<file path="config.mk">
export PLATFORM = sky130hd
export DESIGN_NAME = dual_sig_gen
export DESIGN_NICKNAME = d
export VERILOG_FILES = /design/src/rtl/freq_meter_pkg.sv /design/src/rtl/dual_sig_gen_wrap_counter.sv /design/src/rtl/dual_sig_gen.sv
export SDC_FILE = /design/constraint.sdc
export NUM_CORES = 1
export LEC_CHECK = 0
export CORE_MARGIN = 2
export CORE_UTILIZATION = 55
export DETAILED_ROUTE_END_ITERATION = 8
export PLACE_DENSITY_LB_ADDON = 0.2
export SYNTH_ARGS = -nofsm -noshare
export SYNTH_HDL_FRONTEND = slang
export SYNTH_SLANG_ARGS = --single-unit
</file>
<file path="constraint.sdc">
create_clock -name sys_clk -period 23.4 [get_ports sys_clk]
set_input_delay 4.68 -clock sys_clk [delete_from_list [all_inputs] [get_ports sys_clk]]
set_output_delay 4.68 -clock sys_clk [all_outputs]
set_load 0.02 [all_outputs]
</file>
<file path="src/rtl/freq_meter_pkg.sv">
// Shared definitions for the frequency/phase measurement chain:
// generator FSM states and the generator's default sizing.
package freq_meter_pkg;

   localparam int CNT_W_DEFAULT = 32;
   localparam int HALF_DEFAULT  = 50000;

   typedef enum logic [1:0] {
      IDLE  = 2'd0,
      RUN   = 2'd1,
      DRAIN = 2'd2
   } gen_state_t;

endpackage

</file>
<file path="src/rtl/dual_sig_gen_wrap_counter.sv">
// Loadable modulo-period counter. Clear has priority over load, and load
// has priority over counting. The compare output flags cnt < cmp_val.
module wrap_counter #(
   parameter int W = 33
) (
   input  logic         sys_clk,
   input  logic         rst_n,
   input  logic         clr,
   input  logic         load,
   input  logic         run,
   input  logic [W-1:0] load_val,
   input  logic [W-1:0] period,
   input  logic [W-1:0] cmp_val,
   output logic         below,
   output logic         at_last,
   output logic         at_zero
);

   localparam logic [W-1:0] ONE  = {{(W-1){1'b0}}, 1'b1};
   localparam logic [W-1:0] ZERO = {W{1'b0}};

   logic [W-1:0] cnt_r;
   logic [W-1:0] cnt_nx_s;

   // Next count: clear, reload, wrap at period-1, or hold.
   always_comb begin
      cnt_nx_s = cnt_r;
      if (clr) begin
         cnt_nx_s = ZERO;
      end else if (load) begin
         cnt_nx_s = load_val;
      end else if (run) begin
         if (at_last) begin
            cnt_nx_s = ZERO;
         end else begin
            cnt_nx_s = cnt_r + ONE;
         end
      end else begin
         cnt_nx_s = cnt_r;
      end
   end

   // Count register.
   always_ff @(posedge sys_clk or negedge rst_n) begin
      if (!rst_n) begin
         cnt_r <= ZERO;
      end else begin
         cnt_r <= cnt_nx_s;
      end
   end

   assign below   = (cnt_r < cmp_val);
   assign at_last = (cnt_r == (period - ONE));
   assign at_zero = (cnt_r == ZERO);

endmodule

</file>
<file path="src/rtl/dual_sig_gen.sv">
// Two-channel square-wave source. Channel 1 is channel 0 delayed by a
// programmed number of cycles. Settings pass through a one-entry shadow
// and are applied only at period boundaries (or at once while idle).
module dual_sig_gen
   import freq_meter_pkg::*;
#(
   parameter int CNT_W    = CNT_W_DEFAULT,
   parameter int DEF_HALF = HALF_DEFAULT
) (
   input  logic             sys_clk,
   input  logic             rst_n,
   input  logic             enable,
   input  logic             cfg_valid,
   output logic             cfg_ready,
   input  logic [CNT_W-1:0] cfg_half_period,
   input  logic [CNT_W-1:0] cfg_phase_delay,
   output logic             sig_out0,
   output logic             sig_out1,
   output logic             period_tick,
   output logic             busy,
   output logic             cfg_err
);

   localparam int PW = CNT_W + 1;
   localparam logic [CNT_W-1:0] H_ZERO   = {CNT_W{1'b0}};
   localparam logic [CNT_W-1:0] H_ONE    = {{(CNT_W-1){1'b0}}, 1'b1};
   localparam logic [CNT_W-1:0] HALF_RST = CNT_W'(DEF_HALF);
   localparam logic [PW-1:0]    P_ZERO   = {PW{1'b0}};
   localparam logic [PW-1:0]    P_ONE    = {{(PW-1){1'b0}}, 1'b1};

   // A zero half-period would give an empty period; the shortest legal one is 1.
   function automatic logic [CNT_W-1:0] clamp_half(input logic [CNT_W-1:0] h);
      if (h == H_ZERO) begin
         return H_ONE;
      end else begin
         return h;
      end
   endfunction

   // The delay must stay inside one period of the clamped half-period.
   function automatic logic [CNT_W-1:0] clamp_delay(input logic [CNT_W-1:0] d,
                                                     input logic [CNT_W-1:0] hc);
      logic [PW-1:0] p;
      logic [PW-1:0] lim;
      p   = {hc, 1'b0};
      lim = p - P_ONE;
      if ({1'b0, d} >= p) begin
         return lim[CNT_W-1:0];
      end else begin
         return d;
      end
   endfunction

   gen_state_t       state_r;
   gen_state_t       state_nx_s;
   logic [CNT_W-1:0] half_r;
   logic [CNT_W-1:0] delay_r;
   logic [CNT_W-1:0] sh_half_r;
   logic [CNT_W-1:0] sh_delay_r;
   logic             sh_full_r;
   logic             err_r;
   logic             sig0_r;
   logic             sig1_r;
   logic             tick_r;
   logic             busy_r;

   logic             capture_s;
   logic             apply_s;
   logic             clamp_hit_s;
   logic [CNT_W-1:0] cap_half_s;
   logic [CNT_W-1:0] cap_delay_s;
   logic [CNT_W-1:0] half_nx_s;
   logic [CNT_W-1:0] delay_nx_s;
   logic [PW-1:0]    period_s;
   logic [PW-1:0]    period_nx_s;
   logic [PW-1:0]    start1_s;
   logic [PW-1:0]    half_cmp_s;
   logic             clr_s;
   logic             load_s;
   logic             run_s;
   logic             out_en_s;
   logic             below0_s;
   logic             last0_s;
   logic             zero0_s;
   logic             below1_s;
   logic             ch1_last_unused_s;
   logic             ch1_zero_unused_s;

   assign cfg_ready   = !sh_full_r;
   assign capture_s   = cfg_valid && !sh_full_r;
   assign period_s    = {half_r, 1'b0};
   assign half_cmp_s  = {1'b0, half_r};
   assign sig_out0    = sig0_r;
   assign sig_out1    = sig1_r;
   assign period_tick = tick_r;
   assign busy        = busy_r;
   assign cfg_err     = err_r;

   // Clamp the offered config word and flag whether anything was altered.
   always_comb begin
      cap_half_s  = clamp_half(cfg_half_period);
      cap_delay_s = clamp_delay(cfg_phase_delay, cap_half_s);
      if ((cfg_half_period == H_ZERO) || (cap_delay_s != cfg_phase_delay)) begin
         clamp_hit_s = 1'b1;
      end else begin
         clamp_hit_s = 1'b0;
      end
   end

   // Apply point and the settings that govern the next period.
   always_comb begin
      apply_s = 1'b0;
      if (sh_full_r && ((state_r == IDLE) || last0_s)) begin
         apply_s = 1'b1;
      end else begin
         apply_s = 1'b0;
      end
      if (apply_s) begin
         half_nx_s  = sh_half_r;
         delay_nx_s = sh_delay_r;
      end else begin
         half_nx_s  = half_r;
         delay_nx_s = delay_r;
      end
      period_nx_s = {half_nx_s, 1'b0};
      if (delay_nx_s == H_ZERO) begin
         start1_s = P_ZERO;
      end else begin
         start1_s = period_nx_s - {1'b0, delay_nx_s};
      end
   end

   // FSM state register.
   always_ff @(posedge sys_clk or negedge rst_n) begin
      if (!rst_n) begin
         state_r <= IDLE;
      end else begin
         state_r <= state_nx_s;
      end
   end

   // FSM next state: an idle apply delays the start by one cycle.
   always_comb begin
      state_nx_s = state_r;
      case (state_r)
         IDLE: begin
            if (enable && !apply_s) begin
               state_nx_s = RUN;
            end else begin
               state_nx_s = IDLE;
            end
         end
         RUN: begin
            if (!enable) begin
               state_nx_s = DRAIN;
            end else begin
               state_nx_s = RUN;
            end
         end
         DRAIN: begin
            if (enable) begin
               state_nx_s = RUN;
            end else if (last0_s) begin
               state_nx_s = IDLE;
            end else begin
               state_nx_s = DRAIN;
            end
         end
         default: begin
            state_nx_s = IDLE;
         end
      endcase
   end

   // FSM outputs: counter control and output gating.
   always_comb begin
      run_s    = 1'b0;
      clr_s    = 1'b0;
      load_s   = 1'b0;
      out_en_s = 1'b0;
      case (state_r)
         IDLE: begin
            clr_s  = (state_nx_s == IDLE);
            load_s = (state_nx_s == RUN);
         end
         RUN, DRAIN: begin
            run_s    = 1'b1;
            clr_s    = (state_nx_s == IDLE);
            load_s   = last0_s && (state_nx_s != IDLE);
            out_en_s = (state_nx_s != IDLE);
         end
         default: begin
            clr_s = 1'b1;
         end
      endcase
   end

   // Shadow capture and transfer into the active settings.
   always_ff @(posedge sys_clk or negedge rst_n) begin
      if (!rst_n) begin
         half_r     <= HALF_RST;
         delay_r    <= H_ZERO;
         sh_half_r  <= H_ZERO;
         sh_delay_r <= H_ZERO;
         sh_full_r  <= 1'b0;
      end else if (capture_s) begin
         sh_half_r  <= cap_half_s;
         sh_delay_r <= cap_delay_s;
         sh_full_r  <= 1'b1;
      end else if (apply_s) begin
         half_r     <= sh_half_r;
         delay_r    <= sh_delay_r;
         sh_full_r  <= 1'b0;
      end else begin
         sh_full_r  <= sh_full_r;
      end
   end

   // Sticky clamp flag.
   always_ff @(posedge sys_clk or negedge rst_n) begin
      if (!rst_n) begin
         err_r <= 1'b0;
      end else if (capture_s && clamp_hit_s) begin
         err_r <= 1'b1;
      end else begin
         err_r <= err_r;
      end
   end

   // Registered outputs; both channels are forced low on the way to IDLE.
   always_ff @(posedge sys_clk or negedge rst_n) begin
      if (!rst_n) begin
         sig0_r <= 1'b0;
         sig1_r <= 1'b0;
         tick_r <= 1'b0;
         busy_r <= 1'b0;
      end else begin
         if (out_en_s) begin
            sig0_r <= below0_s;
            sig1_r <= below1_s;
         end else begin
            sig0_r <= 1'b0;
            sig1_r <= 1'b0;
         end
         tick_r <= run_s && zero0_s;
         busy_r <= (state_nx_s != IDLE);
      end
   end

   wrap_counter #(.W(PW)) u_cnt0 (
      .sys_clk  (sys_clk),
      .rst_n    (rst_n),
      .clr      (clr_s),
      .load     (load_s),
      .run      (run_s),
      .load_val (P_ZERO),
      .period   (period_s),
      .cmp_val  (half_cmp_s),
      .below    (below0_s),
      .at_last  (last0_s),
      .at_zero  (zero0_s)
   );

   wrap_counter #(.W(PW)) u_cnt1 (
      .sys_clk  (sys_clk),
      .rst_n    (rst_n),
      .clr      (clr_s),
      .load     (load_s),
      .run      (run_s),
      .load_val (start1_s),
      .period   (period_s),
      .cmp_val  (half_cmp_s),
      .below    (below1_s),
      .at_last  (ch1_last_unused_s),
      .at_zero  (ch1_zero_unused_s)
   );

endmodule

</file>
==> results of run 1 <==
[cell families (layout without fill, tap and decap cells)]
logic type / Yosys count / count (layout) / share of synthesized area
AO/OA/AOI/OAI: 430 / 430 / 0.168
XOR/XNOR: 204 / 204 / 0.115
adder cells (fa/ha/maj): 127 / 127 / 0.0964
buffers and inverters: 215 / 259 / 0.0518
flip-flops: 202 / 202 / 0.306
multiplexers: 88 / 88 / 0.0549
AND/OR/NAND/NOR: 671 / 671 / 0.207
[synth_stat cells, types with 14 or more instances]
cell	n
nand2_1	211
dfrtp_1	196
o21ai_0	171
inv_1	131
ha_1	124
xnor2_1	123
nor2_1	105
xor2_1	73
mux2i_1	70
clkbuf_1	67
a21oi_1	62
nand3_1	58
nand4_1	55
a21o_1	43
nor3_1	43
nor4_1	34
nor2b_1	29
nand2b_1	28
and3_1	23
o21a_1	19
and2_1	16
mux2_2	16
o221ai_1	14
[stage by stage]
stage	cell area, um2	hold slack, ns	setup slack, ns	utilization	std cells
2_1_floorplan	16500	0.449	14.35	-	1937
3_3_place_gp	17500	0.463	13.50	0.590	2327
3_5_place_dp	17500	0.473	13.37	0.590	2327
4_1_cts	18300	0.488	13.89	0.618	2371
5_1_grt	18300	0.519	13.43	0.618	2371
6_report	18300	0.484	13.89	0.618	2371
[per-layer routing]
layer / GRT usage / wire [um] / vias up
met5: 0 / 0 / -
met4: 0.138 / 2350 / 0
met3: 0.0308 / 2640 / 102
met2: 0.470 / 20600 / 495
met1: 0.418 / 21200 / 6907
li1: - / - / 6983
[area by class of cell]
class | instances | area, um2 | share of cell area
clock buffer | 33 | 686 | 0.0374
timing repair buffer | 84 | 817 | 0.0446
clock inverter | 11 | 134 | 0.00731
inverter | 131 | 492 | 0.0269
tap | 390 | 488 | 0.0266
multi-input combinational | 1520 | 10600 | 0.581
sequential | 202 | 5060 | 0.276
[flip-flops by register name (all words and copies together), names as in the netlist]
name,cells
sh_full_r,1
sh_half_r,32
state_r,2
period_tick,1
delay_r,32
cfg_err,1
sig_out1,1
sig_out0,1
sh_delay_r,32
busy,1
half_r,32
u_cnt1.cnt_r,33
u_cnt0.cnt_r,33
[final timing paths]
path	end	startpoint	cells after the start	slack, ns
max	sh_delay_r[14]$_DFFE_PN0P_	cfg_half_period[22]	22	13.89
min	sh_half_r[19]$_DFFE_PN0P_	sh_half_r[19]$_DFFE_PN0P_	2	0.48
max reg2reg	u_cnt1.cnt_r[22]$_DFFE_PN0P_	half_r[0]$_DFFE_PN0N_	26	14.50
min reg2reg	sh_half_r[19]$_DFFE_PN0P_	sh_half_r[19]$_DFFE_PN0P_	2	0.48
max in group asynchronous	delay_r[29]$_DFFE_PN0N_	rst_n	2	17.76
min in group asynchronous	u_cnt0.cnt_r[6]$_DFFE_PN0P_	rst_n	1	4.22
[power by group through the flow]
stage / registers, mW / clock network (mW) / logic [mW]
after global placement: 0.641 / 0 / 1.56
after floorplan: 0.573 / 0 / 1.25
after global routing: 0.669 / 0.410 / 1.79
final: 0.648 / 0.389 / 1.62
after CTS: 0.643 / 0.395 / 1.60
after detailed placement: 0.649 / 0 / 1.59
[worst min-delay path, stage by stage (launching register included)]
cell	delay, ns
dfrtp_1	0.34
nand2_1	0.05
o21ai_0	0.06
==> run_results.csv, run 1 <==
group,metric,value,unit
run_status,outcome,"finished, final reports clean",
placed_design,gp_congestion,0.927,
final_layout,syn_to_final_growth,10.8,%
die,rows,63,
route,via_per_inst,6.11,
timing,max_freq,105,MHz
final_layout,nNetsFinal,2156,
yosys,async_reset_ff_frac,1.00,
timing,finalMaxSlewViolations,0,
yosys,yosys-top-cells-area,"dfrtp_1 30%, ha_1 9.4%, xnor2_1 6.5%, o21ai_0 5.2%, nand2_1 4.8%",
timing,fin_setup_tns,0,ns
die,die_w,177,um
route,dr.pass1.iters,5,
yosys,yosys_warnings,0,
setup_path,crit_top_cell,"o21a_1",
flow_run,drv_cap,0,
cts,root_buffer,"clkbuf_16",
route,postRouteAntennaNets,0,
pwr,intPower,1.37,mW
placed_design,hpwl,36.5,mm
final_layout,layout_commonest_cell,"nand2_1",
die,fp.dieH,177,um
pwr,vdd_drop_max,0.0000785,V
setup_path,cp_num_buf_inv,2,
yosys,yosysTopAreaCellShare,0.297,
setup_path,critPathKind,"in2reg",
timing,hold_viol,0,
timing,worst-slew-pin-transition,0.976,ns
pwr,clkPwrFrac,0.146,
die,die-area,0.0314,mm2
route,drtIter0Drc,1507,
timing,fin_crit,9.51,ns
final_layout,diodes,0,
placed_design,io_buffers,73,
timing,rsz0062_at_grt,"no",
yosys,synth_cell_types,93,
cts,htreeDepth,1,
yosys,syn_area,0.0165,mm2
timing,slew_headroom,0.341,
cts,clk_pin_slew,0.06,ns
timing,setup_viol,0,
setup_path,crit_family,"compound AO/OA/AOI/OAI gates",
route,drcViolationCount,0,
setup_path,cp.arrival,9.92,ns
grt,grt_pass1_vias,14000,
setup_path,critPathCaptureType,"flip-flop",
grt,grt_usage,0.300,
cts,clk_path_buf_depth,3,
final_layout,layout-drive-gt1-share,0.0555,
setup_path,cp_slowest_cell,"or4_1",
cts,hold_buffers,0,
route,dr_total_vias,14500,
grt,grt_pass1_wl,74.8,mm
yosys,avgSynthCellArea,8.53,um2
pwr,fin_total_pwr,2.66,mW
cts,cts_buffers,24,
pwr,p_comb_frac,0.610,
pwr,power.leakage,8.32,nW
cts,cts_setup_buffers,0,
cts,clock-sinks,202,
grt,gr-total-overflow,0,
min_path,min_path_type,"reg2reg",
yosys,ys_seq_area_frac,0.306,
final_layout,final_cell_mix,"210 x nand2_1, 196 x dfrtp_1, 171 x o21ai_0",
die,io_pins,74,
setup_path,crit_required,23.81,ns
grt,grt_max_degree,85,
final_layout,fillCellCount,2617,
timing,clock_skew,0.0110,ns
yosys,synthFlopType,"dfrtp_1",
grt,antenna_found_initial,0,
yosys,synth_edf_count,0,
setup_path,crit_path_max_incr_delay,0.60,ns
pwr,p_sw_frac,0.483,
yosys,synthCells,1937,
cts,clk-insertion-delay-late,0.53,ns
setup_path,cp-start-kind,"input pin",
yosys,syn_nets,2130,
route,postRouteWirelength,46.7,mm
die,fp.coreArea,0.0296,mm2
setup_path,worstPathMaxFanout,32,
yosys,ys_ff_latch,202,
timing,post-route-period-util,0.406,
yosys,yosys.area.top_type,"dfrtp_1",
die,start_util,0.557,
pwr,pwr-share-seq,0.244,
cts,cts_tree,"built",
pwr,switchingPower,1.29,mW
setup_path,crit_chain,"clkdlybuf4s50_1, or4_1, nor4_1, and4b_1, and2_1, or2_2, ha_1, nor2b_1, o21a_1, o21a_1, o21a_1, o21a_1, o21a_1, o21a_1, o21bai_1, a21oi_1, o31ai_1, a21boi_0, o21ai_4, buf_4, mux2i_1, mux2_2",
cts,post_cts_resized,0,
route,wl_per_cell,19.7,um
pwr,p_per_area,145,mW/mm2
Note: power is estimated with default switching activity, not from simulation.
==> run 2: changes to the inputs <==
==> constraint.sdc (replaced) <==
create_clock -name sys_clk -period 8.5 [get_ports sys_clk]
set_input_delay 1.7 -clock sys_clk [delete_from_list [all_inputs] [get_ports sys_clk]]
set_output_delay 1.7 -clock sys_clk [all_outputs]
set_load 0.02 [all_outputs]
==> run 2 against run 1 <==
Net effect:
- wire length is 1.8% higher
- highest routed layer unchanged
- flip-flop and latch count unchanged
- first-iteration DRC count shrank 11%
- combinational power grew to 2.8 times the previous value
- count of clock-buffer cells in the layout fell by 7
- critical path depth grew 6
- critical endpoint is now u_cnt1.cnt_r[22]$_DFFE_PN0P_
- final cell count about the same
- worst hold slack lost 0.0047 ns
- sequential share of layout area hardly changed
- power grew to 2.8 times the previous value
- via count rose by 0.61%
- sequential power increased to 2.8 times the previous value
==> run_results.csv, run 2 (synthesis results as in run 1) <==
group,metric,value,unit
run_status,outcome,"finished, final reports clean",
cts,post_cts_resized,0,
timing,hold_viol,0,
timing,worst-slew-pin-transition,1.07,ns
grt,antenna_found_initial,0,
die,start_util,0.557,
placed_design,gp_congestion,0.956,
final_layout,reg.largest.list,"u_cnt0.cnt_r (33), u_cnt1.cnt_r (33)",
timing,max_freq,131,MHz
final_layout,syn_to_final_growth,10.9,%
die,die_w,177,um
die,rows,63,
pwr,p_per_area,403,mW/mm2
cts,cts_tree,"built",
setup_path,crit_path_max_incr_delay,0.62,ns
cts,hold_buffers,0,
timing,clock_skew,0.0169,ns
pwr,switchingPower,3.58,mW
final_layout,final_cell_mix,"210 x nand2_1, 196 x dfrtp_1, 171 x o21ai_0",
route,drtIter0Drc,1338,
route,postRouteAntennaNets,0,
timing,setup_viol,0,
min_path,hp-start,"sh_half_r[20]$_DFFE_PN0P_",
timing,fin_crit,7.63,ns
setup_path,worstPathMaxFanout,26,
route,drt-met1-wl,21.3,mm
die,fp.coreArea,0.0296,mm2
route,wl_met2,21.3,mm
route,dr_total_vias,14600,
timing,rsz0062_at_grt,"no",
pwr,p_sw_frac,0.485,
cts,clk-insertion-delay-late,0.52,ns
timing,slew_headroom,0.286,
setup_path,reg2regPathDepth,28,
flow_run,drv_cap,0,
cts,clock-sinks,202,
route,dr.max_layer_used,"met4",
setup_path,reg2reg_from,"half_r[0]$_DFFE_PN0N_",
pwr,power.leakage,8.33,nW
pwr,vdd_drop_max,0.000199,V
min_path,min_path_type,"reg2reg",
pwr,intPower,3.80,mW
pwr,clkPwrFrac,0.145,
grt,grt_max_degree,123,
final_layout,fillCellCount,2630,
grt,grt_pass1_wl,75.2,mm
setup_path,cp.arrival,8.03,ns
pwr,pwr-share-seq,0.243,
cts,cts_buffers,22,
final_layout,multiInputGateArea,0.0106,mm2
setup_path,critPathKind,"reg2reg",
placed_design,hpwl,37.6,mm
timing,finalMaxSlewViolations,0,
die,io_pins,74,
setup_path,crit_required,8.90,ns
setup_path,startpoint,"half_r[0]$_DFFE_PN0N_",
final_layout,diodes,0,
setup_path,cp-start-kind,"flip-flop",
route,wl_met3,2.97,mm
cts,cts_setup_buffers,0,
final_layout,utilization,0.618,
min_path,worstHoldPathCells,2,
placed_design,io_buffers,73,
route,dr.pass1.iters,5,
setup_path,cp_slowest_cell,"or4b_1",
route,drcViolationCount,0,
setup_path,regToRegSetupSlack,0.87,ns
final_layout,layout-drive-gt1-share,0.0571,
final_layout,layout_commonest_cell,"nand2_1",
grt,gr-total-overflow,0,
grt,grt_usage,0.303,
cts,root_buffer,"clkbuf_16",
grt,grt_pass1_vias,13900,
cts,clk_path_buf_depth,3,
final_layout,regArea,0.00506,mm2
die,fp.dieH,177,um
cts,clk_pin_slew,0.06,ns
min_path,hold_path_end,"sh_half_r[20]$_DFFE_PN0P_",
route,via_per_inst,6.15,
timing,fin_setup_tns,0,ns
final_layout,nNetsFinal,2159,
pwr,p_comb_frac,0.612,
setup_path,critPathCaptureType,"flip-flop",
route,postRouteWirelength,47.6,mm
cts,htreeDepth,1,
die,die-area,0.0314,mm2
setup_path,r2r_end,"u_cnt1.cnt_r[22]$_DFFE_PN0P_",
timing,post-route-period-util,0.898,
route,wl_per_cell,20.1,um
[run 2: layout make-up]
type | count | share of cell area
clock buffer | 26 | 0.0331
clock inverter | 12 | 0.0106
inverter | 131 | 0.0268
multi-input combinational | 1520 | 0.580
sequential | 202 | 0.276
tap | 390 | 0.0266
timing repair buffer | 89 | 0.0466
[run 2: power by group through the flow]
stage / sequential [mW] / clock (mW) / combinational, mW
3_5_place_dp: 1.79 / 0 / 4.43
6_report: 1.79 / 1.07 / 4.52
3_3_place_gp: 1.78 / 0 / 4.36
4_1_cts: 1.78 / 1.08 / 4.46
2_1_floorplan: 1.58 / 0 / 3.45
5_1_grt: 1.84 / 1.13 / 4.98
[run 2: per-layer routing]
metal	GRT usage	vias up
met5	0	-
met4	0.119	0
met3	0.0332	107
met2	0.479	511
met1	0.425	6982
li1	-	6975
[run 2: stage by stage]
stage	cell area (um2)	cells	hold WS, ns	power, mW	setup slack [ns]
global placement	17500	2332	0.464	6.13	1.15
floorplan	16500	1937	0.449	5.03	1.10
finish	18300	2370	0.479	7.38	0.870
detailed placement	17500	2332	0.470	6.23	0.990
CTS	18300	2370	0.483	7.32	0.986
global route	18300	2370	0.508	7.95	0.244
[run 2: worst max-delay path by stage]
stage                                    to  slack [ns]
2_1_floorplan  u_cnt1.cnt_r[22]$_DFFE_PN0P_        1.10
3_3_place_gp   u_cnt1.cnt_r[32]$_DFFE_PN0P_        1.15
3_5_place_dp   u_cnt1.cnt_r[30]$_DFFE_PN0P_        0.99
4_1_cts        u_cnt1.cnt_r[30]$_DFFE_PN0P_        0.99
5_1_grt        u_cnt1.cnt_r[24]$_DFFE_PN0P_        0.24
6_report       u_cnt1.cnt_r[22]$_DFFE_PN0P_        0.87
[run 2: worst max-delay path, delay by kind of cell (launching register included)]
kind	cells	cell delay, ns
buf+inv	3	0.59
xor+xnor	1	0.33
fa+ha+maj	2	0.55
compound gates	12	3.24
mux	1	0.32
flops	1	0.48
simple gates	9	1.98
==> run 3: changes to the inputs <==
--- a/config.mk
+++ b/config.mk
@@ -5,6 +5,7 @@
 export SDC_FILE = /design/constraint.sdc
 export NUM_CORES = 1
 export LEC_CHECK = 0
+export CORE_ASPECT_RATIO = 2
 export CORE_MARGIN = 2
 export CORE_UTILIZATION = 55
 export DETAILED_ROUTE_END_ITERATION = 8
==> run 3 against run 2 <==
Net effect:
- final area rose by 0.53%
- largest power group unchanged
- clock power rose by 11%
- power rose by 2.4%
==> run_results.csv, run 3 (synthesis results as in run 1) <==
group,metric,value,unit
placed_design,gp_congestion,0.962,
timing,max_freq,133,MHz
setup_path,critPathKind,"reg2reg",
die,die-area,0.0315,mm2
final_layout,layout-drive-gt1-share,0.0599,
setup_path,critPathCaptureType,"flip-flop",
cts,cts_buffers,22,
setup_path,crit_path_max_incr_delay,0.54,ns
route,wl_per_cell,21.5,um
die,die_w,127,um
placed_design,dp_slack,1.02,ns
die,rows,89,
setup_path,reg2regPathDepth,28,
route,postRouteAntennaNets,0,
pwr,vdd_drop_max,0.000179,V
final_layout,syn_to_final_growth,11.5,%
setup_path,reg2reg_from,"half_r[0]$_DFFE_PN0N_",
setup_path,cp_slowest_cell,"o311ai_2",
final_layout,diodes,0,
cts,clk_pin_slew,0.07,ns
timing,rsz0062_at_grt,"no",
run_status,outcome,"finished, final reports clean",
route,wl_met2,26.1,mm
route,drcViolationCount,0,
timing,hold_viol,0,
placed_design,dp.cells,2310,
final_layout,layout_commonest_cell,"nand2_1",
setup_path,regToRegSetupSlack,0.98,ns
die,io_pins,74,
pwr,p_per_area,410,mW/mm2
final_layout,stdcell_area,0.0184,mm2
final_layout,nNetsFinal,2163,
grt,gr-total-overflow,0,
final_layout,final_cells,2350,
placed_design,hpwl,40.2,mm
pwr,power.leakage,8.39,nW
min_path,hold_path_end,"sh_half_r[24]$_DFFE_PN0P_",
timing,post-route-period-util,0.884,
timing,fin_setup_tns,0,ns
cts,cts_setup_buffers,0,
timing,setup_viol,0,
cts,clock-sinks,202,
route,dr.max_layer_used,"met4",
route,via_per_inst,6.17,
final_layout,final_cell_mix,"210 x nand2_1, 196 x dfrtp_1, 171 x o21ai_0",
grt,grt_usage,0.318,
route,drt-met1-wl,18.7,mm
route,postRouteWirelength,50.4,mm
grt,grt_pass1_vias,14700,
route,dr.pass1.iters,6,
grt,grt_pass1_wl,79.6,mm
setup_path,cp_num_buf_inv,3,
setup_path,crit_family,"compound AO/OA/AOI/OAI gates",
cts,root_buffer,"clkbuf_16",
cts,clk_path_buf_depth,3,
placed_design,placed_cell_area,0.0175,mm2
route,drtIter0Drc,899,
setup_path,cp-start-kind,"flip-flop",
timing,worst-slew-pin-transition,1.00,ns
timing,finalMaxSlewViolations,0,
cts,post_cts_resized,0,
grt,antenna_found_initial,0,
min_path,worstHoldPathCells,2,
flow_run,drv_cap,0,
timing,setup_slack,0.982,ns
cts,htreeDepth,1,
placed_design,io_buffers,73,
grt,grt_max_degree,97,
final_layout,utilization,0.624,
timing,clock_skew,0.0126,ns
cts,hold_buffers,0,
min_path,min_path_type,"reg2reg",
min_path,hp-start,"sh_half_r[24]$_DFFE_PN0P_",
cts,cts_tree,"built",
setup_path,crit_required,8.89,ns
die,fp.dieH,249,um
final_layout,reg.largest.list,"u_cnt0.cnt_r (33), u_cnt1.cnt_r (33)",
timing,fin_crit,7.52,ns
die,fp.coreArea,0.0295,mm2
setup_path,worstPathMaxFanout,19,
setup_path,r2r_end,"u_cnt1.cnt_r[32]$_DFFE_PN0P_",
timing,slew_headroom,0.312,
die,start_util,0.560,
setup_path,startpoint,"half_r[0]$_DFFE_PN0N_",
setup_path,cp.arrival,7.91,ns
route,dr_total_vias,14500,
final_layout,fillCellCount,2560,
route,wl_met3,1.59,mm
cts,clk-insertion-delay-late,0.53,ns
==> run 3: worst max-delay path by stage <==
stage	endpoint	slack, ns	depth (start not counted)
floorplan	u_cnt1.cnt_r[22]$_DFFE_PN0P_	1.10	31
global placement	sh_delay_r[9]$_DFFE_PN0P_	1.05	22
detailed placement	sh_delay_r[15]$_DFFE_PN0P_	1.02	22
CTS	u_cnt1.cnt_r[32]$_DFFE_PN0P_	1.09	28
global route	u_cnt1.cnt_r[22]$_DFFE_PN0P_	0.53	28
finish	u_cnt1.cnt_r[32]$_DFFE_PN0P_	0.98	28
==> run 3: per-stage QoR <==
| stage | hold WS, ns | total power, mW |
|---|---|---|
| after floorplan | 0.449 | 5.03 |
| after global placement | 0.463 | 6.19 |
| after detailed placement | 0.463 | 6.29 |
| after CTS | 0.488 | 7.51 |
| after global routing | 0.519 | 8.11 |
| final | 0.484 | 7.55 |
==> run 3: worst register-to-register path, delay by kind of cell, from the launching register on <==
| kind | cells | cell delay (ns) |
|---|---|---|
| compound gates | 14 | 3.62 |
| flops | 1 | 0.46 |
| buf+inv | 3 | 0.57 |
| mux | 1 | 0.33 |
| fa+ha+maj | 2 | 0.55 |
| simple gates | 7 | 1.70 |
| xor+xnor | 1 | 0.14 |
==> run 3: metal layers <==
metal,global-route usage,vias to the layer above
met1,0.343,6920
met2,0.582,424
met4,0.214,0
li1,-,6993
met5,0,-
met3,0.0245,157
==> run 3: cell type report <==
type / count / area, um2 / share of cell area
tap: 364 / 455 / 0.0247
clock inverter: 14 / 294 / 0.0160
inverter: 131 / 492 / 0.0267
multi-input combinational: 1520 / 10600 / 0.577
clock buffer: 26 / 607 / 0.0329
timing repair buffer: 93 / 885 / 0.0480
sequential: 202 / 5060 / 0.275
==> run 3: power by group <==
part	internal, mW	switching [mW]	total [mW]
Combinational	1.82	2.77	4.59
Sequential	1.34	0.440	1.78
Clock	0.758	0.431	1.19
Total	3.91	3.64	7.55
